$ cat config.mk
export PLATFORM = sky130hd
export DESIGN_NAME = contador_updown_flat
export DESIGN_NICKNAME = d
export VERILOG_FILES = /design/src/rtl/contador_updown_pkg.sv /design/src/rtl/contador_updown_if.sv /design/src/rtl/contador_updown_step.sv /design/src/rtl/contador_updown.sv /design/src/flat_wrapper.sv
export SDC_FILE = /design/constraint.sdc
export NUM_CORES = 1
export LEC_CHECK = 0
export BUFFER_PORTS_ARGS = -buffer_cell sky130_fd_sc_hd__buf_4
export CORE_MARGIN = 1
export CORE_UTILIZATION = 25
export CTS_BUF_LIST = sky130_fd_sc_hd__clkbuf_4
export CTS_CLUSTER_SIZE = 12
export DETAILED_ROUTE_END_ITERATION = 6
export HOLD_SLACK_MARGIN = 0.05
export PLACE_DENSITY = 0.42
export SLEW_MARGIN = 20
export SYNTH_ARGS = -nofsm -noshare
export SYNTH_HDL_FRONTEND = slang
export SYNTH_SLANG_ARGS = --single-unit
$ cat constraint.sdc
create_clock -name clk -period 3.76 [get_ports clk]
set_clock_uncertainty 0.1 [all_clocks]
set_input_delay 0 -clock clk [delete_from_list [all_inputs] [get_ports clk]]
set_output_delay 0 -clock clk [all_outputs]
set_load 0.02 [all_outputs]
$ cat src/rtl/contador_updown_pkg.sv
// Shared constants for the up/down counter.
// Direction encoding and default width.
package contador_updown_pkg;

    localparam logic DIR_UP = 1'b1;
    localparam logic DIR_DOWN = 1'b0;
    localparam int CNT_WIDTH_DEFAULT = 8;

endpackage

$ cat src/rtl/contador_updown_if.sv
// Counter control/observation bundle.
// master drives act/updown, slave returns out/tc.
interface contador_updown_if
    import contador_updown_pkg::*;
#(
    parameter int WIDTH = CNT_WIDTH_DEFAULT
);

    logic act;
    logic updown;
    logic [WIDTH-1:0] out;
    logic tc;

    modport master (
        output act,
        output updown,
        input out,
        input tc
    );

    modport slave (
        input act,
        input updown,
        output out,
        output tc
    );

endinterface

$ cat src/rtl/contador_updown_step.sv
// Next-state logic: wrap, or saturate when
// CONTADOR_UPDOWN_SATURATE_EN is defined.
module contador_updown_step
    import contador_updown_pkg::*;
#(
    parameter int WIDTH = CNT_WIDTH_DEFAULT
) (
    input logic [WIDTH-1:0] cur,
    input logic updown,
    input logic act,
    output logic [WIDTH-1:0] nxt,
    output logic tc
);

    logic at_max;
    logic at_min;

    assign at_max = &cur;
    assign at_min = ~|cur;

    always_comb begin
        nxt = cur;
        tc = 1'b0;
        unique case (1'b1)
            !act: begin
                nxt = cur;
            end
            act && (updown == DIR_UP): begin
                tc = at_max;
`ifdef CONTADOR_UPDOWN_SATURATE_EN
                nxt = at_max ? cur : cur + WIDTH'(1);
`else
                nxt = cur + WIDTH'(1);
`endif
            end
            act && (updown == DIR_DOWN): begin
                tc = at_min;
`ifdef CONTADOR_UPDOWN_SATURATE_EN
                nxt = at_min ? cur : cur - WIDTH'(1);
`else
                nxt = cur - WIDTH'(1);
`endif
            end
            default: begin
                nxt = cur;
            end
        endcase
    end

endmodule

$ cat src/rtl/contador_updown.sv
// Up/down counter with terminal-count pulse.
// Optional saturation: CONTADOR_UPDOWN_SATURATE_EN.
module contador_updown
    import contador_updown_pkg::*;
#(
    parameter int WIDTH = CNT_WIDTH_DEFAULT
) (
    input logic clk,
    input logic reset,
    contador_updown_if.slave bus
);

    logic [WIDTH-1:0] cnt;
    logic tc_q;
    logic [WIDTH-1:0] nxt;
    logic tc_d;

    contador_updown_step #(
        .WIDTH(WIDTH)
    ) u_step (
        .cur(cnt),
        .updown(bus.updown),
        .act(bus.act),
        .nxt(nxt),
        .tc(tc_d)
    );

    always_ff @(posedge clk or negedge reset) begin
        if (!reset) begin
            cnt <= '0;
            tc_q <= 1'b0;
        end else begin
            cnt <= nxt;
            tc_q <= tc_d;
        end
    end

    assign bus.out = cnt;
    assign bus.tc = tc_q;

endmodule

$ cat src/flat_wrapper.sv
// flat-port wrapper written by rule: the top's interface ports become plain ports
module contador_updown_flat import contador_updown_pkg::*;
#(
    parameter int WIDTH = CNT_WIDTH_DEFAULT
)
  (clk, reset, bus_act, bus_updown, bus_out, bus_tc);
  contador_updown_if #(.WIDTH(WIDTH)) bus_i ();
  input logic clk;
  input logic reset;
  input wire logic [$bits(bus_i.act)-1:0] bus_act;
  input wire logic [$bits(bus_i.updown)-1:0] bus_updown;
  output wire logic [$bits(bus_i.out)-1:0] bus_out;
  output wire logic [$bits(bus_i.tc)-1:0] bus_tc;
  assign bus_i.act = bus_act;
  assign bus_i.updown = bus_updown;
  assign bus_out = bus_i.out;
  assign bus_tc = bus_i.tc;
  contador_updown #(.WIDTH(WIDTH)) u_core (.clk(clk), .reset(reset), .bus(bus_i));
endmodule
# Word-level counts from Yosys, hierarchy flattened
# Cells that the tools add are included.
[totals]
reg_bits = 9
inputBits = 4
out_inout_bits = 9
word_cells = 13
[classes]
n_addsub = 2
muxes = 2
n_bitwise = 1
n_reduce_logical = 6
[ops]
columns = ["cell", "n"]
rows = [
  ["$pmux W8 S2", 1],
  ["$add A8 B1 Y8 const B", 1],
  ["$reduce_and A8 Y1", 1],
  ["$reduce_or A8 Y1", 1],
  ["$sub A8 B1 Y8 const B", 1],
  ["$logic_and A1 B1 Y1", 2],
  ["$pmux W1 S2", 1],
  ["$reduce_bool A2 Y1", 1],
  ["$logic_not A1 Y1", 1],
  ["$not A1 Y1", 1],
]

# Longest topological paths before layout
# Gate-level depths: netlist of the first run.
[depth]
depth_word = 3
depth_mapped = 9
ltp_nobuf = 8

# By module
# From an unflattened synthesis of the first run, not the netlist that was laid out.
[hier_totals]
cells_unflattened = 47
area_unflattened_um2 = 488.0
[modules_own_cells]
columns = ["mod", "instances", "cells_per_inst", "area_each_um2", "seq_area_each_um2"]
rows = [
  ["contador_updown_step", 1, 38, 262.8, 0.0],
  ["contador_updown", 1, 9, 225.2, 225.2],
]

# Worst setup path before layout of the first run
# OpenSTA, ideal clock, no wires.
[synth_timing]
kind = "register to register"
start = "register u_core.cnt[1] (netlist: u_core.bus.out[1])"
end = "register u_core.cnt[4] (netlist: u_core.bus.out[4])"
setup_ns = 0.133
arrival_ns = 1.698
t_required_ns = 3.527
path_slack_ns = 1.830
path_stages_with_launch = 7
n_path_buf = 0
period_less_slack_ns = 1.930
path_cell_list = "dfrtp_1 xnor2_1 ha_1 or3_1 o32ai_1 nand2_1 xnor2_1"
[synth_via]
elab_chain_len = 2
word_cells_on_any_way = 3
cone_classes = "add/sub: 2; mux: 1"
[synth_lines]
columns = ["item", "line_no", "text"]
rows = [
  ["from (decl)", "contador_updown.sv:13", "logic [WIDTH-1:0] cnt;"],
  ["from (signal assigned)", "contador_updown.sv:33", "cnt <= nxt;"],
  ["$sub A8 B1 Y8 or $add A8 B1 Y8 (tied branches)", "contador_updown_step.sv:41, contador_updown_step.sv:33", ""],
  ["$pmux W8 S2 *", "contador_updown_step.sv:24", "unique case (1'b1)"],
]
# Mark *: on every way between the ends. The rest lies on a longest branch, timed or not.
# A chain may end at the register's enable or synchronous reset.

# Final worst setup path of the first run
[layout_timing]
start = "input bus_act"
end = "register u_core.cnt[4] (netlist: u_core.bus.out[4])"
[layout_via]
elab_chain_len = 2
word_cells_on_any_way = 4
cone_classes = "mux: 1; reduce/logical: 3"
[layout_lines]
columns = ["item", "line_no", "text"]
rows = [
  ["from (decl)", "flat_wrapper.sv:10", "input wire logic [$bits(bus_i.act)-1:0] bus_act;"],
  ["$logic_and A1 B1 Y1, on equally long branches", "contador_updown_step.sv:36, contador_updown_step.sv:28", ""],
  ["$pmux W8 S2 or $reduce_bool A2 Y1 (tied branches)", "n/a", ""],
]
# Parallel ways exist; a longest one is shown, timed or not.

==> flow_summary.ini, run 1 <==
[route]
vias = 424
wirelength_um = 1040
drtIter0Drc = 4
ant_nets = 0
vias_per_cell = 4.51
wl_per_cell_um = 11.1
post-route-drc-count = 0
first_pass_iters = 4

[logic_synthesis]
ys_ff_latch = 9
synth.top_cells.by_area = dfrtp_1 (43%), xnor2_1 (10%), nand2_1 (5.7%), buf_6 (4.3%), nor4_4 (4.0%)
synth_common_cells = dfrtp_1 (9), nand2_1 (8), xnor2_1 (6)
ys_types = 23
yosys.area.top_type = dfrtp_1
synth_edf_count = 0
syn_area_per_cell_um2 = 10.3
yosys_warnings = 0
ys_seq_area_share_pct = 42.8
syn-num-nets = 56
syn_area_um2 = 527
netlist.area_leader.share_pct = 42.8
synth_most_common_cell = dfrtp_1
synth_ff_type = dfrtp_1
syn_inst = 51
async_flop_share_pct = 100

[global_route]
antenna_found_initial = 0
grt_pass1_vias = 363
grt_pass1_wl_um = 1640
grt_usage_pct = 10.8
gr-total-overflow = 0
grt_start_max_net_pins = 12

[floorplan]
dieArea_mm2 = 0.00229
die_h_um = 47.9
start_util_pct = 26.8
ioPinCount = 13
die_w_um = 47.9
fp.coreArea_mm2 = 0.00196
std_cell_rows = 16

[sta]
rsz0062_at_grt = no
relSlewSlack_pct = 71.4
min_period_ps = 1910
fmax_mhz = 525
min_period_over_period_pct = 50.7
finalHoldViolations = 0
finalSetupViolCount = 0
final_max_slew_viol_count = 0
tightestPinTransition_ps = 427
fin_tns_setup_ps = 0

[power_and_ir_drop]
irDropWorstVdd_v = 0.000394
leakage_nw = 0.280
power_density_mw_per_mm2 = 808

[worst_setup_path]
worstPathArrival_ps = 1950
end_kind = flop
crit_chain = dlygate4sd3_1, buf_4, nand2_1, xnor2_1, ha_1, or3_1, o32ai_1, nand2_1, xnor2_1
cp_slowest_cell = dlygate4sd3_1
crit_path_max_fanout = 11
cp_slowest_stage_delay_ps = 530
required_ps = 3800
start_kind = input pin
worstSetupPathType = input pin to flop
r2r_slack_ps = 1860
path_delay_family = buffers and inverters
crit_buf_inv = 2

[finish]
regArea_um2 = 225
fillers = 224
n_antenna_cell = 0
drive_gt1_share_pct = 29.9
syn_to_final_growth_pct = 29.2
fin_nets = 73
final_util_pct = 34.7
multiInputGateArea_um2 = 268

[run]
cap_violations = 0

[cts]
tritoncts = done
clockRootBuffer = clkbuf_4
numCtsBuffers = 3
h-tree-depth = 1
clk_pin_slew_ps = 60
clockBufferDepth = 2
cts_sinks = 9
clk_latency_ps = 260

[placed_design]
io_buffers = 12
routabilityCongestion = 0.697
dp_hpwl_um = 720

[status]
status = completed

[min_path]
hp-class = input pin to flop
==> layer usage <==
layer / share of wire [%] / GRT usage [%]
met1: 47 / 14.1
met3: 6.6 / 6.79
met4: 0.87 / 1.67
met5: 0 / 0
met2: 45 / 15.4
==> placed cells by master (no fill, tap or decap) <==
master and instances:
or3_1 1, xnor2_1 6, mux2_2 1, o21ai_0 2, clkbuf_4 4, dfrtp_1 9, nor4_1 1, nand3_1 2
buf_4 12, nor2_1 3, or4_4 1, ha_1 1, dlygate4sd3_1 3, inv_1 1, a32oi_1 1, nand2_1 8
nor3_1 2, xor2_1 2, o32ai_1 1, nand4_1 2, nor4_4 1, o221ai_2 1, nor2b_1 1, o22ai_1 1
==> path summary, 6_finish.rpt <==
check / depth (start not counted) / start / to
max: 9 / bus_act / u_core.bus.out[4]$_DFFE_PN0P_
min: 5 / bus_updown / u_core.bus.out[2]$_DFFE_PN0P_
max reg2reg: 6 / u_core.bus.out[1]$_DFFE_PN0P_ / u_core.bus.out[4]$_DFFE_PN0P_
min reg2reg: 1 / u_core.bus.out[5]$_DFFE_PN0P_ / u_core.bus.out[5]$_DFFE_PN0P_
max in group asynchronous: 3 / reset / u_core.bus.out[6]$_DFFE_PN0P_
min in group asynchronous: 3 / reset / u_core.bus.out[3]$_DFFE_PN0P_
==> where the power goes <==
group / leakage, nW / switching, W / internal, W / total (W)
registers: 0.110 / 0.0000885 / 0.000140 / 0.000229
clock network: 0.0184 / 0.0000335 / 0.0000481 / 0.0000816
logic: 0.151 / 0.000118 / 0.000121 / 0.000239
total: 0.280 / 0.000240 / 0.000310 / 0.000550
==> cell type report <==
| type | count | area share, % |
|---|---|---|
| inverter | 1 | 0.551 |
| sequential | 9 | 33.1 |
| clock buffer | 4 | 4.41 |
| multi-input combinational | 38 | 39.3 |
| tap | 27 | 4.96 |
| timing repair buffer | 15 | 17.6 |
==> state kept, by name, indices dropped and copies added, names as in the netlist <==
register        flops
u_core.bus.out      8
u_core.bus.tc       1
==> logic make-up after synthesis <==
logic type,share of synthesized area (%)
and+or+nand+nor,23.8
DFF,42.8
xor gates and xnor gates,13.3
AOI/OAI and AO/OA,9.26
buffers and inverters,6.41
muxes,2.14
adders and majority gates,2.37
==> worst reg2reg max path, cell delays in order (launching register included) <==
cell and delay, ps:
dfrtp_1 480, xnor2_1 170, ha_1 210, or3_1 390, o32ai_1 230, nand2_1 90, xnor2_1 120
==> per-stage QoR <==
stage | setup slack, ps | std cells | area [µm²] | hold WS [ps] | total power, W
floorplan | 1830 | 51 | 527 | -396 | 0.000385
global placement | 1850 | 87 | 621 | -265 | 0.000470
detailed placement | 1850 | 87 | 621 | -265 | 0.000469
CTS | 1840 | 94 | 681 | 63.2 | 0.000558
global route | 1690 | 94 | 681 | 72.7 | 0.000595
finish | 1850 | 94 | 681 | 65.5 | 0.000550
==> timing repair <==
action | in CTS | in global routing
endpoints found under the hold margin | 17 | 0
setup buffers | 0 | 0
gates resized for setup | 0 | 0
hold buffers | 3 | 0
Note: power is estimated with default switching activity, not from simulation.
==> run 2: changes to the inputs <==
- PLACE_DENSITY: 0.42 -> 0.43
- clock period: 3.76 -> 1.7 ns (I/O delays scaled with it)
==> run 2 against run 1 <==
Sequential power up 73%. Flip-flop and latch count unchanged. Global-route usage is 1.9 points higher. Sequential share of layout area is 3.3 points lower. Non-clock buffer count grew 9. Critical path depth fell by 3. Clock power rose by 130%. Hold slack improved by 97 ps. First-iteration DRC count is the same. Final cell count increased by 9.6%. Critical path type is now flop to flop. Largest power group unchanged.
==> flow_summary.ini, run 2 (synthesis results as in run 1) <==
[finish]
syn_to_final_growth_pct = 45.4
fillers = 222
drive_gt1_share_pct = 44.7
final_cell_mix = buf_4 (21), nand2_1 (8), dfrtp_1 (7)
n_antenna_cell = 0
fin_nets = 82
largest_reg_flops = 8
final_common_cell = buf_4
design_area_um2 = 766

[sta]
rsz0062_at_grt = yes
relSlewSlack_pct = 69.7
tightestPinTransition_ps = 453
finalHoldViolations = 0
min_period_over_period_pct = 98.9
finalSetupViolCount = 0
min_period_ps = 1680
hold_slack_ps = 163
final_max_slew_viol_count = 0
fmax_mhz = 595

[worst_setup_path]
rr_endpoint = u_core.bus.out[4]$_DFFE_PN0P_
start_kind = flop
worstPathArrival_ps = 1730
r2r-start = u_core.bus.out[1]$_DFFE_PN0P_
worstSetupPathType = flop to flop
required_ps = 1750
cp_slowest_cell = dfrtp_2
cp_slowest_stage_delay_ps = 400
r2r_cells = 6
crit_path_max_fanout = 3
r2r_slack_ps = 20
end_kind = flop
cpMostUsedCell = xnor2_1
crit_chain = xnor2_1, ha_2, or3_4, o32ai_2, nand2_1, xnor2_1

[global_route]
gr-total-overflow = 0
antenna_found_initial = 0
grt_pass1_wl_um = 1930
grt_usage_pct = 12.7
grt_pass1_vias = 449
grt_start_max_net_pins = 11

[min_path]
hp-class = input pin to flop
hold_path_depth = 5
whs_endpoint = u_core.bus.tc$_DFF_PN0_
holdCritStartpoint = bus_updown

[floorplan]
fp.coreArea_mm2 = 0.00196
dieArea_mm2 = 0.00229
start_util_pct = 26.8
std_cell_rows = 16
ioPinCount = 13
die_h_um = 47.9
die_w_um = 47.9

[power_and_ir_drop]
power_density_mw_per_mm2 = 1800
irDropWorstVdd_v = 0.000860
p_total_w = 0.00138
leakage_nw = 0.322

[route]
first_pass_iters = 3
vias = 466
vias_per_cell = 4.52
ant_nets = 0
met2WireLength_um = 518
dr_wl_met3_um = 62
highest_layer = met4
drtIter0Drc = 4
post-route-drc-count = 0
wirelength_um = 1200
wl_met1_um = 613
wl_per_cell_um = 11.7

[cts]
numCtsBuffers = 3
cts_resized = 0
cts_sinks = 9
h-tree-depth = 1
clk_pin_slew_ps = 70
clockRootBuffer = clkbuf_4
tritoncts = done
clockBufferDepth = 2
clk_latency_ps = 260

[run]
cap_violations = 0

[placed_design]
routabilityCongestion = 0.719
dp_hpwl_um = 912
place_area_um2 = 706
io_buffers = 12

[status]
status = completed
[run 2: critical path: cells and delay by family (launching register included)]
family                   cells  cell delay (ps)
AND/OR/NAND/NOR              2              430
adder cells (fa/ha/maj)      1              180
AO/OA/AOI/OAI                1              200
XOR/XNOR                     2              260
flip-flops                   1              400
[run 2: through the flow]
stage / setup WS [ps] / TNS [ps] / std cells / util [%]
after floorplan: -128 / -181 / 51 / -
after CTS: 12.9 / 0 / 103 / 39.0
after global routing: -49.8 / -82.1 / 103 / 39.0
final: 18.3 / 0 / 103 / 39.0
after detailed placement: -37.2 / -37.2 / 96 / 36.0
after global placement: -10.7 / -10.7 / 96 / 36.0
[run 2: metal layers]
layer,vias to the layer above,GRT usage (%)
li1,232,-
met5,-,0
met4,0,3.33
met3,2,5.66
met1,221,17.0
met2,11,18.6
[run 2: cell type report]
class / instances / area (µm²) / share of cell area, %
tap: 27 / 33.8 / 4.41
multi-input combinational: 38 / 283 / 36.9
sequential: 9 / 228 / 29.7
timing repair buffer: 24 / 188 / 24.5
inverter: 1 / 3.75 / 0.490
clock buffer: 4 / 30.0 / 3.92
[run 2: worst max path at each step]
| stage | startpoint | end | slack (ps) |
|---|---|---|---|
| detailed placement | u_core.bus.out[1]$_DFFE_PN0P_ | u_core.bus.out[4]$_DFFE_PN0P_ | -40 |
| CTS | u_core.bus.out[1]$_DFFE_PN0P_ | u_core.bus.out[4]$_DFFE_PN0P_ | 10 |
| global placement | u_core.bus.out[1]$_DFFE_PN0P_ | u_core.bus.out[4]$_DFFE_PN0P_ | -10 |
| floorplan | u_core.bus.out[1]$_DFFE_PN0P_ | u_core.bus.out[4]$_DFFE_PN0P_ | -130 |
| finish | u_core.bus.out[1]$_DFFE_PN0P_ | u_core.bus.out[4]$_DFFE_PN0P_ | 20 |
| global route | u_core.bus.out[1]$_DFFE_PN0P_ | u_core.bus.out[4]$_DFFE_PN0P_ | -50 |
[run 2: repair_timing]
action | in CTS | in global routing
pin swaps | 2 | 1
endpoints found under the hold margin | 10 | 0
setup buffers | 0 | 0
hold buffers | 3 | 0
endpoints found under the setup margin | 1 | 3
[run 2: power breakdown]
part	internal (W)	leakage (nW)	switching (W)	total, W
clock network	0.000107	0.0184	0.0000793	0.000186
registers	0.000316	0.108	0.0000798	0.000396
logic	0.000380	0.195	0.000413	0.000794
total	0.000803	0.322	0.000572	0.00138
==> run 3: changes to the inputs <==
--- a/config.mk
+++ b/config.mk
@@ -18,2 +18,3 @@
 export SYNTH_HDL_FRONTEND = slang
 export SYNTH_SLANG_ARGS = --single-unit
+export TNS_END_PERCENT = 100
==> constraint.sdc (replaced) <==
create_clock -name clk -period 1.7 [get_ports clk]
set_clock_uncertainty 0.1 [all_clocks]
set_input_delay 0.085 -clock clk [delete_from_list [all_inputs] [get_ports clk]]
set_output_delay 0.085 -clock clk [all_outputs]
set_load 0.02 [all_outputs]
==> run 3 against run 2 <==
Wire length fell by 3.8%. Power rose by 0.13%. Final area fell by 2.6%. Critical path depth did not move. Clock power barely moved. Sequential share of layout area rose by 0.80 points. Utilization fell by 1.0 points. Hold slack got worse by 86 ps.
==> flow_summary.ini, run 3 (synthesis results as in run 1) <==
[worst_setup_path]
required_ps = 1750
critPathCapture = u_core.bus.out[4]$_DFFE_PN0P_
critPathLaunch = u_core.bus.out[1]$_DFFE_PN0P_
r2r_cells = 6
r2r-start = u_core.bus.out[1]$_DFFE_PN0P_
cp_slowest_cell = dfrtp_2
worstSetupPathType = flop to flop
cpMostUsedCell = xnor2_1
crit_chain = xnor2_1, ha_2, or3_4, o32ai_2, nand2_1, xnor2_1
rr_endpoint = u_core.bus.out[4]$_DFFE_PN0P_
worstPathArrival_ps = 1720
r2r_slack_ps = 20
end_kind = flop
cp_slowest_stage_delay_ps = 400
crit_path_max_fanout = 3
start_kind = flop

[sta]
tightestPinTransition_ps = 254
rsz0062_at_grt = yes
finalSetupViolCount = 0
finalHoldViolations = 0
final_max_slew_viol_count = 0
fmax_mhz = 596
min_period_ps = 1680
relSlewSlack_pct = 82.9
min_period_over_period_pct = 98.7
fin_tns_setup_ps = 0

[cts]
cts_resized = 0
h-tree-depth = 1
clockRootBuffer = clkbuf_4
clk_pin_slew_ps = 70
numCtsBuffers = 3
cts_sinks = 9
clk_latency_ps = 260
clockBufferDepth = 2
tritoncts = done

[global_route]
grt_use_met3_pct = 7.17
busiest_layer = met2
grt_pass1_vias = 414
antenna_found_initial = 0
grt_start_max_net_pins = 11
grt_use_met1_pct = 15.4
use_met2_pct = 16.2
grt_usage_pct = 12.2
gr-total-overflow = 0
grt_pass1_wl_um = 1790

[route]
wirelength_um = 1160
first_pass_iters = 4
post-route-drc-count = 0
drtIter0Drc = 7
ant_nets = 0
vias_per_cell = 4.45
wl_per_cell_um = 11.5
vias = 449

[finish]
n_antenna_cell = 0
drive_gt1_share_pct = 45.9
largest_reg_flops = 8
final_util_pct = 38.0
fin_nets = 80
syn_to_final_growth_pct = 41.6
final_cell_mix = buf_4 (21), nand2_1 (8), dfrtp_1 (7)
final_common_cell = buf_4

[placed_design]
routabilityCongestion = 0.766
io_buffers = 12
dp_hpwl_um = 883

[floorplan]
std_cell_rows = 16
start_util_pct = 26.8
ioPinCount = 13
fp.coreArea_mm2 = 0.00196
die_h_um = 47.9
dieArea_mm2 = 0.00229
die_w_um = 47.9

[run]
cap_violations = 0

[min_path]
hp-class = input pin to async pin

[power_and_ir_drop]
leakage_nw = 0.313
p_total_w = 0.00138
power_density_mw_per_mm2 = 1850
irDropWorstVdd_v = 0.000903

[status]
status = completed
-- run 3: cell type report --
type	instances	area [µm²]
Sequential cell	9	228
Clock buffer	4	30.0
Fill cell	211	1220
Multi-Input combinational cell	38	283
Inverter	1	3.75
Tap cell	27	33.8
Timing Repair Buffer	22	168
-- run 3: report_power, final --
| group | internal, W | leakage (nW) | switching, W |
|---|---|---|---|
| clock network | 0.000107 | 0.0184 | 0.0000795 |
| registers | 0.000316 | 0.108 | 0.0000788 |
| logic | 0.000379 | 0.187 | 0.000417 |
-- run 3: layer usage --
| layer | vias up | wire [µm] |
|---|---|---|
| li1 | 230 | - |
| met1 | 201 | 571 |
| met2 | 14 | 486 |
| met3 | 4 | 75 |
| met4 | 0 | 23 |
| met5 | - | 0 |
-- run 3: worst min-delay path by stage --
| stage | endpoint | slack, ps | startpoint | cells after the start |
|---|---|---|---|---|
| floorplan | u_core.bus.out[0]$_DFFE_PN0P_ | -310 | reset | 0 |
| global placement | u_core.bus.out[5]$_DFFE_PN0P_ | -180 | reset | 1 |
| detailed placement | u_core.bus.out[4]$_DFFE_PN0P_ | -180 | reset | 1 |
| CTS | u_core.bus.out[5]$_DFFE_PN0P_ | 70 | reset | 2 |
| global route | u_core.bus.out[5]$_DFFE_PN0P_ | 90 | reset | 2 |
| finish | u_core.bus.out[5]$_DFFE_PN0P_ | 80 | reset | 2 |
-- run 3: per-stage QoR --
step	cells	hold slack [ps]	worst slack [ps]	cell area, µm²
2_1_floorplan	51	-311	-128	544
3_3_place_gp	96	-178	-11.5	706
3_5_place_dp	96	-181	-40.3	706
4_1_cts	101	72.1	7.60	746
5_1_grt	101	90.8	-48.5	746
6_report	101	76.5	22.1	746
-- run 3: worst max-delay path: cells and delay by family (launching register included) --
| family | cells | cell delay [ps] |
|---|---|---|
| DFF | 1 | 400 |
| xor gates and xnor gates | 2 | 260 |
| adders and majority gates | 1 | 180 |
| AOI/OAI and AO/OA | 1 | 200 |
| and+or+nand+nor | 2 | 430 |
-- run 3: repair_timing --
item	CTS	global route
buffers inserted	0	0
cloned	0	0
endpoints found under the hold margin	9	0
endpoints found under the setup margin	1	2
pin swaps	2	1
hold buffers	1	0
